===== config.mk =====
export PLATFORM = sky130hd
export DESIGN_NAME = dram_ctrl_flat
export DESIGN_NICKNAME = d
export VERILOG_FILES = /design/src/rtl/dram_ctrl_if.sv /design/src/rtl/dram_ctrl.sv /design/src/flat_wrapper.sv
export SDC_FILE = /design/constraint.sdc
export NUM_CORES = 1
export LEC_CHECK = 0
export CORE_ASPECT_RATIO = 0.8
export CORE_MARGIN = 4
export CORE_UTILIZATION = 29
export DETAILED_ROUTE_END_ITERATION = 10
export GPL_TIMING_DRIVEN = 0
export PLACE_DENSITY_LB_ADDON = 0.05
export SKIP_CTS_REPAIR_TIMING = 1
export SLEW_MARGIN = 20
export SYNTH_ARGS = -nofsm -noshare
export SYNTH_HDL_FRONTEND = slang
export SYNTH_SLANG_ARGS = --single-unit

===== constraint.sdc =====
create_clock -name sysClk -period 2.6 [get_ports sysClk]
set_input_delay 0.26 -clock sysClk [delete_from_list [all_inputs] [get_ports sysClk]]
set_output_delay 0.26 -clock sysClk [all_outputs]
set_load 0.03 [all_outputs]

===== src/rtl/dram_ctrl_if.sv =====
// -----------------------------------------------------------------------------
// dram_ctrl_if
// Bus bundle between the bus controller (master side) and the DRAM sequencer
// (slave side), plus the strobes the sequencer drives toward the SIMM sockets.
//
// Signals:
//   ramCEn     master->slave  DRAM select, active-low
//   cpuRWn     master->slave  1 = read, 0 = write
//   cpuSIZ     master->slave  transfer size, 00 = 4 bytes, 01 = 1, 10 = 2, 11 = 3
//   cpuAddrLo  master->slave  CPU A[1:0] (byte offset)
//   cpuAddr    master->slave  CPU longword address; row = upper ROW_W bits
//   dramAddr   slave->master  multiplexed row/column address
//   dramRASn   slave->master  row strobe, active-low
//   dramCASn   slave->master  column strobes, [3] = D31:24 ... [0] = D7:0
//   dramWEn    slave->master  write enable, active-low
//   ramACKn    slave->master  cycle acknowledge, active-low
// -----------------------------------------------------------------------------
interface dram_ctrl_if #(
    parameter int ROW_W = 11
);
    logic                 ramCEn;
    logic                 cpuRWn;
    logic [1:0]           cpuSIZ;
    logic [1:0]           cpuAddrLo;
    logic [2*ROW_W-1:0]   cpuAddr;
    logic [ROW_W-1:0]     dramAddr;
    logic                 dramRASn;
    logic [3:0]           dramCASn;
    logic                 dramWEn;
    logic                 ramACKn;

    modport master (
        output ramCEn, cpuRWn, cpuSIZ, cpuAddrLo, cpuAddr,
        input  dramAddr, dramRASn, dramCASn, dramWEn, ramACKn
    );

    modport slave (
        input  ramCEn, cpuRWn, cpuSIZ, cpuAddrLo, cpuAddr,
        output dramAddr, dramRASn, dramCASn, dramWEn, ramACKn
    );
endinterface


===== src/rtl/dram_ctrl.sv =====
// -----------------------------------------------------------------------------
// dram_ctrl
// Sequences the DRAM array for the bus controller: turns a ramCEn select into
// a RAS / column-switch / CAS / acknowledge cycle with per-byte CAS lanes, and
// interleaves CAS-before-RAS refresh from a free-running interval timer.
// A pending refresh always wins over a CPU access at the decision point.
//
// Ports:
//   sysClk      in   system clock
//   sysRESETn   in   asynchronous active-low reset
//   bus         slave modport of dram_ctrl_if (CPU side in, DRAM strobes out)
//   refOverrun  out  sticky: timer expired while a refresh was still pending
//                    (only when DRAM_REFRESH_OVERRUN_EN is defined)
//
// Optional feature macro: DRAM_REFRESH_OVERRUN_EN
// -----------------------------------------------------------------------------
module dram_ctrl #(
    parameter int ROW_W   = 11,
    parameter int RAS_CYC = 2,
    parameter int CAS_CYC = 2,
    parameter int PRE_CYC = 2,
    parameter int REF_DIV = 390
) (
    input  logic        sysClk,
    input  logic        sysRESETn,
    dram_ctrl_if.slave  bus
`ifdef DRAM_REFRESH_OVERRUN_EN
    ,
    output logic        refOverrun
`endif
);
    localparam int CYC_MAX = (RAS_CYC > CAS_CYC) ?
                             ((RAS_CYC > PRE_CYC) ? RAS_CYC : PRE_CYC) :
                             ((CAS_CYC > PRE_CYC) ? CAS_CYC : PRE_CYC);
    localparam int CNT_W = $clog2(CYC_MAX + 1);
    localparam int TMR_W = $clog2(REF_DIV + 1);

    localparam logic [CNT_W-1:0] RAS_LAST = CNT_W'(RAS_CYC - 1);
    localparam logic [CNT_W-1:0] CAS_LAST = CNT_W'(CAS_CYC - 1);
    localparam logic [CNT_W-1:0] PRE_LAST = CNT_W'(PRE_CYC - 1);
    localparam logic [TMR_W-1:0] TMR_LOAD = TMR_W'(REF_DIV - 1);

    typedef enum logic [3:0] {
        S_IDLE, S_RAS, S_CAS, S_ACK, S_PRE, S_REF0, S_REF1, S_REF2, S_REF3
    } state_e;

    state_e             state_q, state_d;
    logic [CNT_W-1:0]   cnt_q, cnt_d;
    logic [TMR_W-1:0]   tmr_q, tmr_d;
    logic               ref_pend_q, ref_pend_d;
    logic               ras_n_q, ras_n_d;
    logic [3:0]         cas_n_q, cas_n_d;
    logic               we_n_q, we_n_d;
    logic               ack_n_q, ack_n_d;
    logic               col_sel_q, col_sel_d;
    logic [ROW_W-1:0]   col_q, col_d;
    logic [3:0]         mask_q, mask_d;
    logic               rd_q, rd_d;

    logic               ref_expire, ref_req, decide, release_all, go_ref;
    logic [3:0]         lane_mask;
    logic [2:0]         size_n;

    // Byte offset b drives lane [3-b]; the run of lanes is clipped at offset 3.
    always_comb begin
        lane_mask = 4'h0;
        size_n    = (bus.cpuSIZ == 2'b00) ? 3'd4 : {1'b0, bus.cpuSIZ};
        for (int b = 0; b < 4; b++) begin
            lane_mask[3-b] = (b >= int'(bus.cpuAddrLo)) &&
                             (b <  int'(bus.cpuAddrLo) + int'(size_n));
        end
    end

    always_comb begin
        // NOTE: every _d starts from its held value so no branch of the case can infer a latch.
        state_d     = state_q;
        cnt_d       = cnt_q;
        ras_n_d     = ras_n_q;
        cas_n_d     = cas_n_q;
        we_n_d      = we_n_q;
        ack_n_d     = ack_n_q;
        col_sel_d   = col_sel_q;
        col_d       = col_q;
        mask_d      = mask_q;
        rd_d        = rd_q;
        decide      = 1'b0;
        release_all = 1'b0;
        go_ref      = 1'b0;

        // A timer expiry in this clock already counts as a request, so refresh
        // beats a CPU select that arrives in the same clock.
        ref_expire = (tmr_q == '0);
        ref_req    = ref_pend_q | ref_expire;
        tmr_d      = ref_expire ? TMR_LOAD : tmr_q - 1'b1;

        case (state_q)
            S_IDLE: decide = 1'b1;
            S_RAS: begin
                if (bus.ramCEn) begin
                    release_all = 1'b1;
                end else begin
                    if (cnt_q == '0) begin
                        col_sel_d = 1'b1;
                        we_n_d    = rd_q;
                    end
                    if (cnt_q == RAS_LAST) begin
                        state_d = S_CAS;
                        cnt_d   = '0;
                        cas_n_d = rd_q ? 4'h0 : ~mask_q;
                    end else begin
                        cnt_d = cnt_q + 1'b1;
                    end
                end
            end
            S_CAS: begin
                if (bus.ramCEn) begin
                    release_all = 1'b1;
                end else if (cnt_q == CAS_LAST) begin
                    ack_n_d = 1'b0;
                    state_d = S_ACK;
                end else begin
                    cnt_d = cnt_q + 1'b1;
                end
            end
            S_ACK: release_all = bus.ramCEn;
            S_PRE: begin
                if (cnt_q == PRE_LAST) decide = 1'b1;
                else                   cnt_d  = cnt_q + 1'b1;
            end
            S_REF0: begin
                state_d = S_REF1;
                ras_n_d = 1'b0;
            end
            S_REF1: state_d = S_REF2;
            S_REF2: begin
                state_d = S_REF3;
                ras_n_d = 1'b1;
                cas_n_d = 4'hF;
            end
            S_REF3: begin
                state_d = S_PRE;
                cnt_d   = '0;
            end
            default: begin
                state_d   = S_IDLE;
                ras_n_d   = 1'b1;
                cas_n_d   = 4'hF;
                we_n_d    = 1'b1;
                ack_n_d   = 1'b1;
                col_sel_d = 1'b0;
            end
        endcase

        // Normal end of cycle and CPU abort share the same release into precharge.
        if (release_all) begin
            state_d   = S_PRE;
            cnt_d     = '0;
            ras_n_d   = 1'b1;
            cas_n_d   = 4'hF;
            we_n_d    = 1'b1;
            ack_n_d   = 1'b1;
            col_sel_d = 1'b0;
        end

        // IDLE and the last precharge clock share one arbitration point.
        if (decide) begin
            state_d = S_IDLE;
            if (ref_req) begin
                state_d = S_REF0;
                cas_n_d = 4'h0;
                go_ref  = 1'b1;
            end else if (!bus.ramCEn) begin
                state_d   = S_RAS;
                cnt_d     = '0;
                ras_n_d   = 1'b0;
                col_sel_d = 1'b0;
                rd_d      = bus.cpuRWn;
                mask_d    = lane_mask;
                col_d     = bus.cpuAddr[ROW_W-1:0];
            end
        end

        // Serving a refresh clears the pending flag unless a fresh expiry
        // lands while an older request is still the one being served.
        if (go_ref) ref_pend_d = ref_pend_q & ref_expire;
        else        ref_pend_d = ref_pend_q | ref_expire;
    end

`ifdef DRAM_REFRESH_OVERRUN_EN
    logic ovr_q, ovr_d;
    always_comb ovr_d = ovr_q | (ref_expire & ref_pend_q);
    assign refOverrun = ovr_q;
`endif

    always_ff @(posedge sysClk or negedge sysRESETn) begin
        if (!sysRESETn) begin
            // NOTE: reset drops every strobe immediately; the datapath latches are reset too so no X reaches the pins.
            state_q    <= S_IDLE;
            cnt_q      <= '0;
            tmr_q      <= TMR_LOAD;
            ref_pend_q <= 1'b0;
            ras_n_q    <= 1'b1;
            cas_n_q    <= 4'hF;
            we_n_q     <= 1'b1;
            ack_n_q    <= 1'b1;
            col_sel_q  <= 1'b0;
            col_q      <= '0;
            mask_q     <= 4'h0;
            rd_q       <= 1'b1;
`ifdef DRAM_REFRESH_OVERRUN_EN
            ovr_q      <= 1'b0;
`endif
        end else begin
            // NOTE: non-blocking assignments so every flop samples pre-edge values.
            state_q    <= state_d;
            cnt_q      <= cnt_d;
            tmr_q      <= tmr_d;
            ref_pend_q <= ref_pend_d;
            ras_n_q    <= ras_n_d;
            cas_n_q    <= cas_n_d;
            we_n_q     <= we_n_d;
            ack_n_q    <= ack_n_d;
            col_sel_q  <= col_sel_d;
            col_q      <= col_d;
            mask_q     <= mask_d;
            rd_q       <= rd_d;
`ifdef DRAM_REFRESH_OVERRUN_EN
            ovr_q      <= ovr_d;
`endif
        end
    end

    // The row phase passes the CPU row through a registered select: the CPU
    // holds its address for the whole select, and the row is valid from reset.
    assign bus.dramAddr = col_sel_q ? col_q : bus.cpuAddr[2*ROW_W-1:ROW_W];
    assign bus.dramRASn = ras_n_q;
    assign bus.dramCASn = cas_n_q;
    assign bus.dramWEn  = we_n_q;
    assign bus.ramACKn  = ack_n_q;
endmodule


===== src/flat_wrapper.sv =====
// flat-port wrapper written by rule: the top's interface ports become plain ports
module dram_ctrl_flat 
#(
    parameter int ROW_W   = 11,
    parameter int RAS_CYC = 2,
    parameter int CAS_CYC = 2,
    parameter int PRE_CYC = 2,
    parameter int REF_DIV = 390
)
  (sysClk, sysRESETn, bus_ramCEn, bus_cpuRWn, bus_cpuSIZ, bus_cpuAddrLo, bus_cpuAddr, bus_dramAddr, bus_dramRASn, bus_dramCASn, bus_dramWEn, bus_ramACKn);
  dram_ctrl_if #(.ROW_W(ROW_W)) bus_i ();
  input  logic sysClk;
  input  logic sysRESETn;
  input wire logic [$bits(bus_i.ramCEn)-1:0] bus_ramCEn;
  input wire logic [$bits(bus_i.cpuRWn)-1:0] bus_cpuRWn;
  input wire logic [$bits(bus_i.cpuSIZ)-1:0] bus_cpuSIZ;
  input wire logic [$bits(bus_i.cpuAddrLo)-1:0] bus_cpuAddrLo;
  input wire logic [$bits(bus_i.cpuAddr)-1:0] bus_cpuAddr;
  output wire logic [$bits(bus_i.dramAddr)-1:0] bus_dramAddr;
  output wire logic [$bits(bus_i.dramRASn)-1:0] bus_dramRASn;
  output wire logic [$bits(bus_i.dramCASn)-1:0] bus_dramCASn;
  output wire logic [$bits(bus_i.dramWEn)-1:0] bus_dramWEn;
  output wire logic [$bits(bus_i.ramACKn)-1:0] bus_ramACKn;
  assign bus_i.ramCEn = bus_ramCEn;
  assign bus_i.cpuRWn = bus_cpuRWn;
  assign bus_i.cpuSIZ = bus_cpuSIZ;
  assign bus_i.cpuAddrLo = bus_cpuAddrLo;
  assign bus_i.cpuAddr = bus_cpuAddr;
  assign bus_dramAddr = bus_i.dramAddr;
  assign bus_dramRASn = bus_i.dramRASn;
  assign bus_dramCASn = bus_i.dramCASn;
  assign bus_dramWEn = bus_i.dramWEn;
  assign bus_ramACKn = bus_i.ramACKn;
  dram_ctrl #(.ROW_W(ROW_W), .RAS_CYC(RAS_CYC), .CAS_CYC(CAS_CYC), .PRE_CYC(PRE_CYC), .REF_DIV(REF_DIV)) u_core (.sysClk(sysClk), .sysRESETn(sysRESETn), .bus(bus_i));
endmodule

Word-level counts from Yosys, hierarchy flattened
Cells that the tools add are included.
{"block": "totals", "regBits": 40, "latchBits": 0, "ramBits": 0, "rom_bits": 0, "inputBits": 30, "mem_count": 0}
{"block": "classes", "n_addsub": 3, "n_mul": 0, "n_div": 0, "order_cmp": 7, "eq_ne": 20, "shifts": 0, "muxes": 55, "n_bitwise": 5, "n_reduce_logical": 17}
{"operator": "$lt 3x32->1 const A", "count": 2}
{"operator": "$mux 4", "count": 13}
{"operator": "$lt 1x32->1 const A", "count": 1}
{"operator": "$lt 2x32->1 const A", "count": 1}
{"operator": "$pmux 4 s7", "count": 1}
{"operator": "$mux 1", "count": 22}
{"operator": "$eq 4x3->1 const B", "count": 4}
{"operator": "$mux 2", "count": 8}
{"operator": "$reduce_or 8->1", "count": 2}
{"operator": "$reduce_or 7->1", "count": 2}
{"operator": "$pmux 1 s2", "count": 6}
{"operator": "$mux 11", "count": 1}
{"operator": "$logic_not 9->1", "count": 1}
{"operator": "$mux 9", "count": 1}
{"operator": "$ne 3x1->1 const B", "count": 3}
{"operator": "$reduce_and 3->1", "count": 3}
{"operator": "$sub 9x1->9 const B", "count": 1}
{"operator": "$eq 4x2->1 const B", "count": 2}
{"operator": "$ne 4x1->1 const B", "count": 2}
{"operator": "$ne 4x2->1 const B", "count": 2}
{"operator": "$pmux 2 s4", "count": 1}
{"operator": "$pmux 4 s2", "count": 1}
{"operator": "$ne 3x2->1 const B", "count": 2}
{"operator": "$reduce_and 5->1", "count": 1}
{"operator": "18 further kinds", "count": 24}

Depth between registers and ports, before layout
Gate-level depths: netlist of run 1.
{"block": "depth", "ltp_word": 8, "ltp_mapped": 8, "mapped_depth_nobuf": 7}

Least setup slack after synthesis of run 1
OpenSTA, ideal clock, no wires.
{"block": "synth_timing", "kind": "register to register", "start": "register u_core.tmr_q[1]", "end": "register u_core.col_q[0]", "setup_time_ns": 0.125, "t_arrival_ns": 1.859, "path_slack_ns": 0.616, "stages_incl_launch_ff": 8, "n_path_buf": 1, "period_less_slack_ns": 1.984, "cell_sequence": "dfrtp_1 -> inv_1 -> ha_1 -> or4b_4 -> nand2b_4 -> nand3_4 -> buf_6 -> mux2_4"}
{"block": "synth_via", "elab_chain_len": 4}
{"item": "start: declaration", "line": "dram_ctrl.sv:49", "text": "logic [TMR_W-1:0] tmr_q, tmr_d;"}
{"item": "start signal: assignment", "line": "dram_ctrl.sv:217", "text": "tmr_q <= tmr_d;"}
{"item": "$logic_not 9->1", "line": "dram_ctrl.sv:92", "text": "ref_expire = (tmr_q == '0);"}
{"item": "$or 1x1->1", "line": "dram_ctrl.sv:93", "text": "ref_req = ref_pend_q | ref_expire;"}
{"item": "$not 1->1 (no line)"}
{"item": "$reduce_and 3->1 (no line)"}
{"item": "end signal: assignment", "line": "dram_ctrl.sv:224", "text": "col_q <= col_d;"}
{"item": "end: declaration", "line": "dram_ctrl.sv:56", "text": "logic [ROW_W-1:0] col_q, col_d;"}
No other way between the ends.
A chain may end at the register's enable or synchronous reset.

Final worst setup path of run 1
{"block": "layout_timing", "start": "register u_core.col_sel_q", "end": "output bus_dramAddr[4]"}
{"block": "layout_via", "elab_chain_len": 1}
{"item": "start: declaration", "line": "dram_ctrl.sv:55", "text": "logic col_sel_q, col_sel_d;"}
{"item": "start signal: assignment", "line": "dram_ctrl.sv:223", "text": "col_sel_q <= col_sel_d;"}
{"item": "$mux 11", "line": "dram_ctrl.sv:235", "text": "assign bus.dramAddr = col_sel_q ? col_q : bus.cpuAddr[2*ROW_W-1:ROW_W];"}
{"item": "end: declaration", "line": "flat_wrapper.sv:19", "text": "output wire logic [$bits(bus_i.dramAddr)-1:0] bus_dramAddr;"}
No other way between the ends.

==> out/metrics.csv, run 1 <==
metric,value,unit
ff2ff_setup_slack,450,ps
whs,-39.5,ps
violations,hold timing,
critPathRequiredTime,2340,ps
start_util,30.0,%
drv_slew,0,
synth_seq_cells,40,
cts_max_level,2,
numCtsBuffers,5,
r2r_cells,7,
swShare,38.8,%
finalPower,0.00303,W
ys_types,51,
drv_cap,0,
tritoncts,yes,
r2r_start,u_core.tmr_q[1],
multi_input_area,1110,um2
track_usage,12.4,%
powerDensity,1030,nW/um2
rsz0062_at_grt,no,
endpoint_kind,output pin,
setup_viol_count_final,0,
io_buffers,46,
globalplace.congestion,0.832,
final.period_utilization,93.9,%
clockBufferDepth,2,
antenna_found_initial,0,
tns,0,ps
clock.fmax,410,MHz
startpoint_type,flop,
clockPowerShare,14.5,%
wire_per_inst,14.8,um
grt_pass1_wl,8970,um
synth_flop_cell,dfrtp_1,
regToRegEndpoint,u_core.col_q[1],
synth_edf_count,0,
async_reset_ff_share,100,%
tightest_slew,720,ps
drive_gt1_share,22.0,%
power.leakage,1.21,nW
skew,9.47,ps
p_switching,0.00117,W
wl,5480,um
antenna_cells,0,
final_design_area_no_fill,2940,um2
drt_iter0_markers,85,
die_h,86.4,um
grt_pass1_vias,1704,
yosysWarnings,0,
status,"finished, violations left",
cp_max_fo,10,
clkSinkCount,40,
drc,0,
io_pins,48,
synthToLayoutAreaGrowth,31.8,%
core,7430,um2
slew_headroom,52.0,%
regArea,1020,um2
syn_inst,209,
ant_nets,0,
drtPass1Iterations,4,
cts.root.buffer_cell,clkbuf_8,
max-vdd-ir-drop,0.000415,V
rows,28,
hold_viol_final,16,
p_int,0.00185,W
p_comb_share,52.3,%
critPathKind,reg2out,
die_area,9160,um2
crit_arrival,2180,ps
dp_hpwl,4020,um
instances_no_fill,369,
layout_common_cells,"45 x clkdlybuf4s50_1, 28 x dfrtp_1, 21 x nand2_1, 19 x nor2_1, 17 x a21oi_1",
p_seq_share,33.2,%
avgSynthCellArea,10.7,um2
dp.cells,361,
dr_total_vias,1744,
syn_area,2230,um2
die_w,106,um
fin_nets,297,
clk_pin_slew,80,ps
via_per_inst,4.73,
period_needed,2440,ps
grt-ovfl-total,0,
seq_area_frac_synth,45.6,%
insertion_delay,300,ps
hp-class,in2async,
synth_nets,243,
nFillCells,755,
grt_max_degree,24,
placed_area,2840,um2
final_common_cell,clkdlybuf4s50_1,
-- layout make-up --
cell class | count | area share (%)
tap | 105 | 4.47
multi-input combinational | 151 | 37.9
timing repair buffer | 47 | 16.4
sequential | 40 | 34.6
clock buffer | 7 | 2.94
buffer | 13 | 2.73
clock inverter | 1 | 0.256
inverter | 5 | 0.639
-- registers in the layout, indices dropped and copies added (netlist names), 2 cells and up --
signal and count:
u_core.col_q 11, u_core.tmr_q 9, u_core.bus.dramCASn 4, u_core.mask_q 4, u_core.state_q 4, u_core.cnt_q 2
-- worst max path at each step --
stage                     startpoint               end  slack, ps  cells after the start
floorplan            u_core.tmr_q[1]   u_core.col_q[0]        620                      7
global placement           sysRESETn  u_core.mask_q[1]         70                      1
detailed placement     bus_cpuSIZ[0]  u_core.mask_q[3]        300                      8
CTS                 u_core.col_sel_q   bus_dramAddr[4]        100                      3
global route        u_core.col_sel_q   bus_dramAddr[7]         20                      3
finish              u_core.col_sel_q   bus_dramAddr[4]        160                      3
-- worst max-delay path: stages (launching register included) --
cell and delay [ps]:
dfrtp_1 400, buf_1 490, mux2_2 400, clkdlybuf4s50_1 610
-- synthesized netlist by cell type (5+ instances only) --
library cell,n,area (um2)
nor2_1,19,71.3
o21a_1,5,37.5
nand2_1,21,78.8
dfrtp_1,28,701
nor4_1,7,43.8
inv_1,5,18.8
mux2_4,10,150
o21ai_0,8,40.0
dfstp_2,12,315
mux2_2,15,169
a21oi_1,17,85.1
clkbuf_1,6,22.5
-- metal layers --
metal  up-vias  global-route usage, %  share of wire (%)
met5         -                      0                  0
met4         0                   3.18               0.66
met3         5                   3.35                4.7
met2        32                   17.8                 43
met1       849                   18.6                 52
li1        858                      -                  -
-- power by group through the flow --
stage,Clock (W),Combinational [W],Sequential (W)
floorplan,0,0.00107,0.00106
global placement,0,0.00159,0.00102
detailed placement,0,0.00159,0.00102
CTS,0.000466,0.00160,0.00101
global route,0.000490,0.00174,0.00104
finish,0.000440,0.00158,0.00100
-- cell families (layout without fill, tap and decap cells) --
kind of cell             count (synthesis)  count (layout)  share of synthesized area, %
AO/OA/AOI/OAI                           51              51                          15.9
XOR/XNOR                                 3               3                          1.18
adder cells (fa/ha/maj)                  4               4                          2.58
buffers and inverters                   18              73                          4.43
flip-flops                              40              40                          45.6
multiplexers                            25              25                          14.3
AND/OR/NAND/NOR                         68              68                          16.0
-- through the flow --
step	util [%]	setup slack, ps
after floorplan	-	616
after global placement	38.0	74.8
after detailed placement	38.3	300
after CTS	39.6	101
after global routing	39.6	21.7
final	39.6	160
No activity file was read; power rests on OpenSTA's default activity.
==> run 2, diff against run 1 <==
--- a/config.mk
+++ b/config.mk
@@ -10,7 +10,7 @@
 export CORE_UTILIZATION = 29
 export DETAILED_ROUTE_END_ITERATION = 10
 export GPL_TIMING_DRIVEN = 0
-export PLACE_DENSITY_LB_ADDON = 0.05
+export PLACE_DENSITY = 0.59
 export SKIP_CTS_REPAIR_TIMING = 1
 export SLEW_MARGIN = 20
 export SYNTH_ARGS = -nofsm -noshare
==> out/metrics.csv, run 2 (same netlist as run 1, synthesis figures left out) <==
metric,value,unit,change
status,completed,,"was finished, violations left"
critPathRequiredTime,2340,ps,about the same
synthToLayoutAreaGrowth,33.2,%,was 31.8%
drive_gt1_share,22.3,%,was 22.0%
top_register,u_core.col_q,,unchanged
slew_headroom,53.4,%,was 52.0%
finalPower,0.00311,W,was 0.00303 W
cts.root.buffer_cell,clkbuf_8,,unchanged
final_common_cell,clkdlybuf4s50_1,,unchanged
slowest_stage,clkdlybuf4s50_1,,unchanged
grt_pass1_vias,1811,,was 1704
numCtsBuffers,5,,unchanged
period_needed,2420,ps,was 2440 ps
die_area,9160,um2,unchanged
powerDensity,1050,nW/um2,was 1030 nW/um2
wire_per_inst,13.7,um,was 14.8 um
cts_max_level,2,,unchanged
layout_common_cells,"45 x clkdlybuf4s50_1, 28 x dfrtp_1, 21 x nand2_1, 19 x nor2_1, 17 x a21oi_1",,unchanged
antenna_found_initial,0,,unchanged
dp_hpwl,3780,um,was 4020 um
grt-busiest-layer,met2,,was met1
grt_max_degree,22,,was 24
met2_usage,17.5,%,was 17.8%
clockBufferDepth,2,,unchanged
grt_pass1_wl,8580,um,was 8970 um
max-vdd-ir-drop,0.000423,V,was 0.000415 V
power.leakage,1.23,nW,was 1.21 nW
drtPass1Iterations,5,,was 4
drv_cap,0,,unchanged
final.period_utilization,92.9,%,was 93.9%
finalWorstSetupSlack,183,ps,was 160 ps
track_usage,11.6,%,was 12.4%
crit_arrival,2160,ps,was 2180 ps
skew,6.73,ps,was 9.47 ps
cp_slowest_stage_delay,590,ps,was 610 ps
rsz0062_at_grt,no,,unchanged
hp-class,in2async,,unchanged
nFillCells,780,,was 755
die_w,106,um,unchanged
hold_viol_final,0,,was 16
tightest_slew,698,ps,was 720 ps
clk_pin_slew,90,ps,was 80 ps
grt-ovfl-total,0,,unchanged
path_cells,buf_1 -> mux2_2 -> clkdlybuf4s50_1,,unchanged
endpoint_kind,output pin,,unchanged
globalplace.congestion,0.826,,was 0.832
drc,0,,unchanged
drv_slew,0,,unchanged
io_pins,48,,unchanged
cp_max_fo,10,,unchanged
tritoncts,yes,,unchanged
rows,28,,unchanged
cp_top_family,buffers and inverters,,unchanged
core,7430,um2,unchanged
wl,5080,um,was 5480 um
die_h,86.4,um,unchanged
clkSinkCount,40,,unchanged
pre_cts_ws,222,ps,was 300 ps
met3_usage,3.35,%,unchanged
startpoint_type,flop,,unchanged
insertion_delay,290,ps,was 300 ps
largest_reg_flops,11,,unchanged
setup_viol_count_final,0,,unchanged
start_util,30.0,%,unchanged
clock.fmax,414,MHz,was 410 MHz
tns,0,ps,unchanged
io_buffers,46,,unchanged
fin_nets,298,,was 297
dr_total_vias,1780,,was 1744
use_met1,16.5,%,was 18.6%
drt_iter0_markers,96,,was 85
antenna_cells,0,,unchanged
via_per_inst,4.81,,was 4.73
top_regs,"u_core.col_q: 11 flops, u_core.tmr_q: 9 flops",,unchanged
ant_nets,0,,unchanged
critPathKind,reg2out,,unchanged
crit_buf_inv,2,,unchanged
==> run 2: changes by cell type in the layout (fill, tap and decap cells not counted), sizes merged <==
cell	change
clkbuf	-2
bufinv	+1
inv	+1
dlygate4sd3	+1
==> run 2: where the power goes <==
group,internal [W],total (W),switching [W]
logic,0.000766,0.00157,0.000809
clock network,0.000290,0.000535,0.000245
registers,0.000870,0.00100,0.000131
total,0.00193,0.00311,0.00119
==> run 2: area by class of cell <==
class / count / area (um2) / area share [%]
Inverter: 5 / 18.8 / 0.632
Tap cell: 105 / 131 / 4.42
Sequential cell: 40 / 1020 / 34.2
Clock inverter: 3 / 46.3 / 1.56
Buffer: 13 / 80.1 / 2.70
Timing Repair Buffer: 48 / 493 / 16.6
Multi-Input combinational cell: 151 / 1110 / 37.5
Clock buffer: 5 / 68.8 / 2.32
==> run 2: worst paths after layout <==
| check | startpoint | cells past startpoint | slack [ps] | to |
|---|---|---|---|---|
| max reg2reg | u_core.tmr_q[1] | 7 | 460 | u_core.col_q[10] |
| max in group asynchronous | sysRESETn | 3 | 1590 | u_core.tmr_q[2] |
| max | u_core.col_sel_q | 3 | 180 | bus_dramAddr[10] |
| min reg2reg | u_core.tmr_q[0] | 1 | 460 | u_core.tmr_q[0] |
| min in group sysClk | u_core.tmr_q[0] | 1 | 460 | u_core.tmr_q[0] |
| min | sysRESETn | 2 | 460 | u_core.cnt_q[1] |
==> run 2: metrics by stage <==
stage	instance area, um2	hold WS (ps)	utilization [%]	std cells
CTS	2960	-67.9	39.8	369
finish	2970	463	40.0	370
global placement	2820	443	38.0	360
floorplan	2230	-35.6	-	209
global route	2970	490	40.0	370
detailed placement	2840	256	38.3	361
==> run 2: routing by layer <==
layer	part of all wire [%]	vias up	wire length [um]
met5	0	-	0
met4	0.83	0	42
met3	6.0	4	306
met2	43	56	2170
met1	50	852	2570
li1	-	868	-
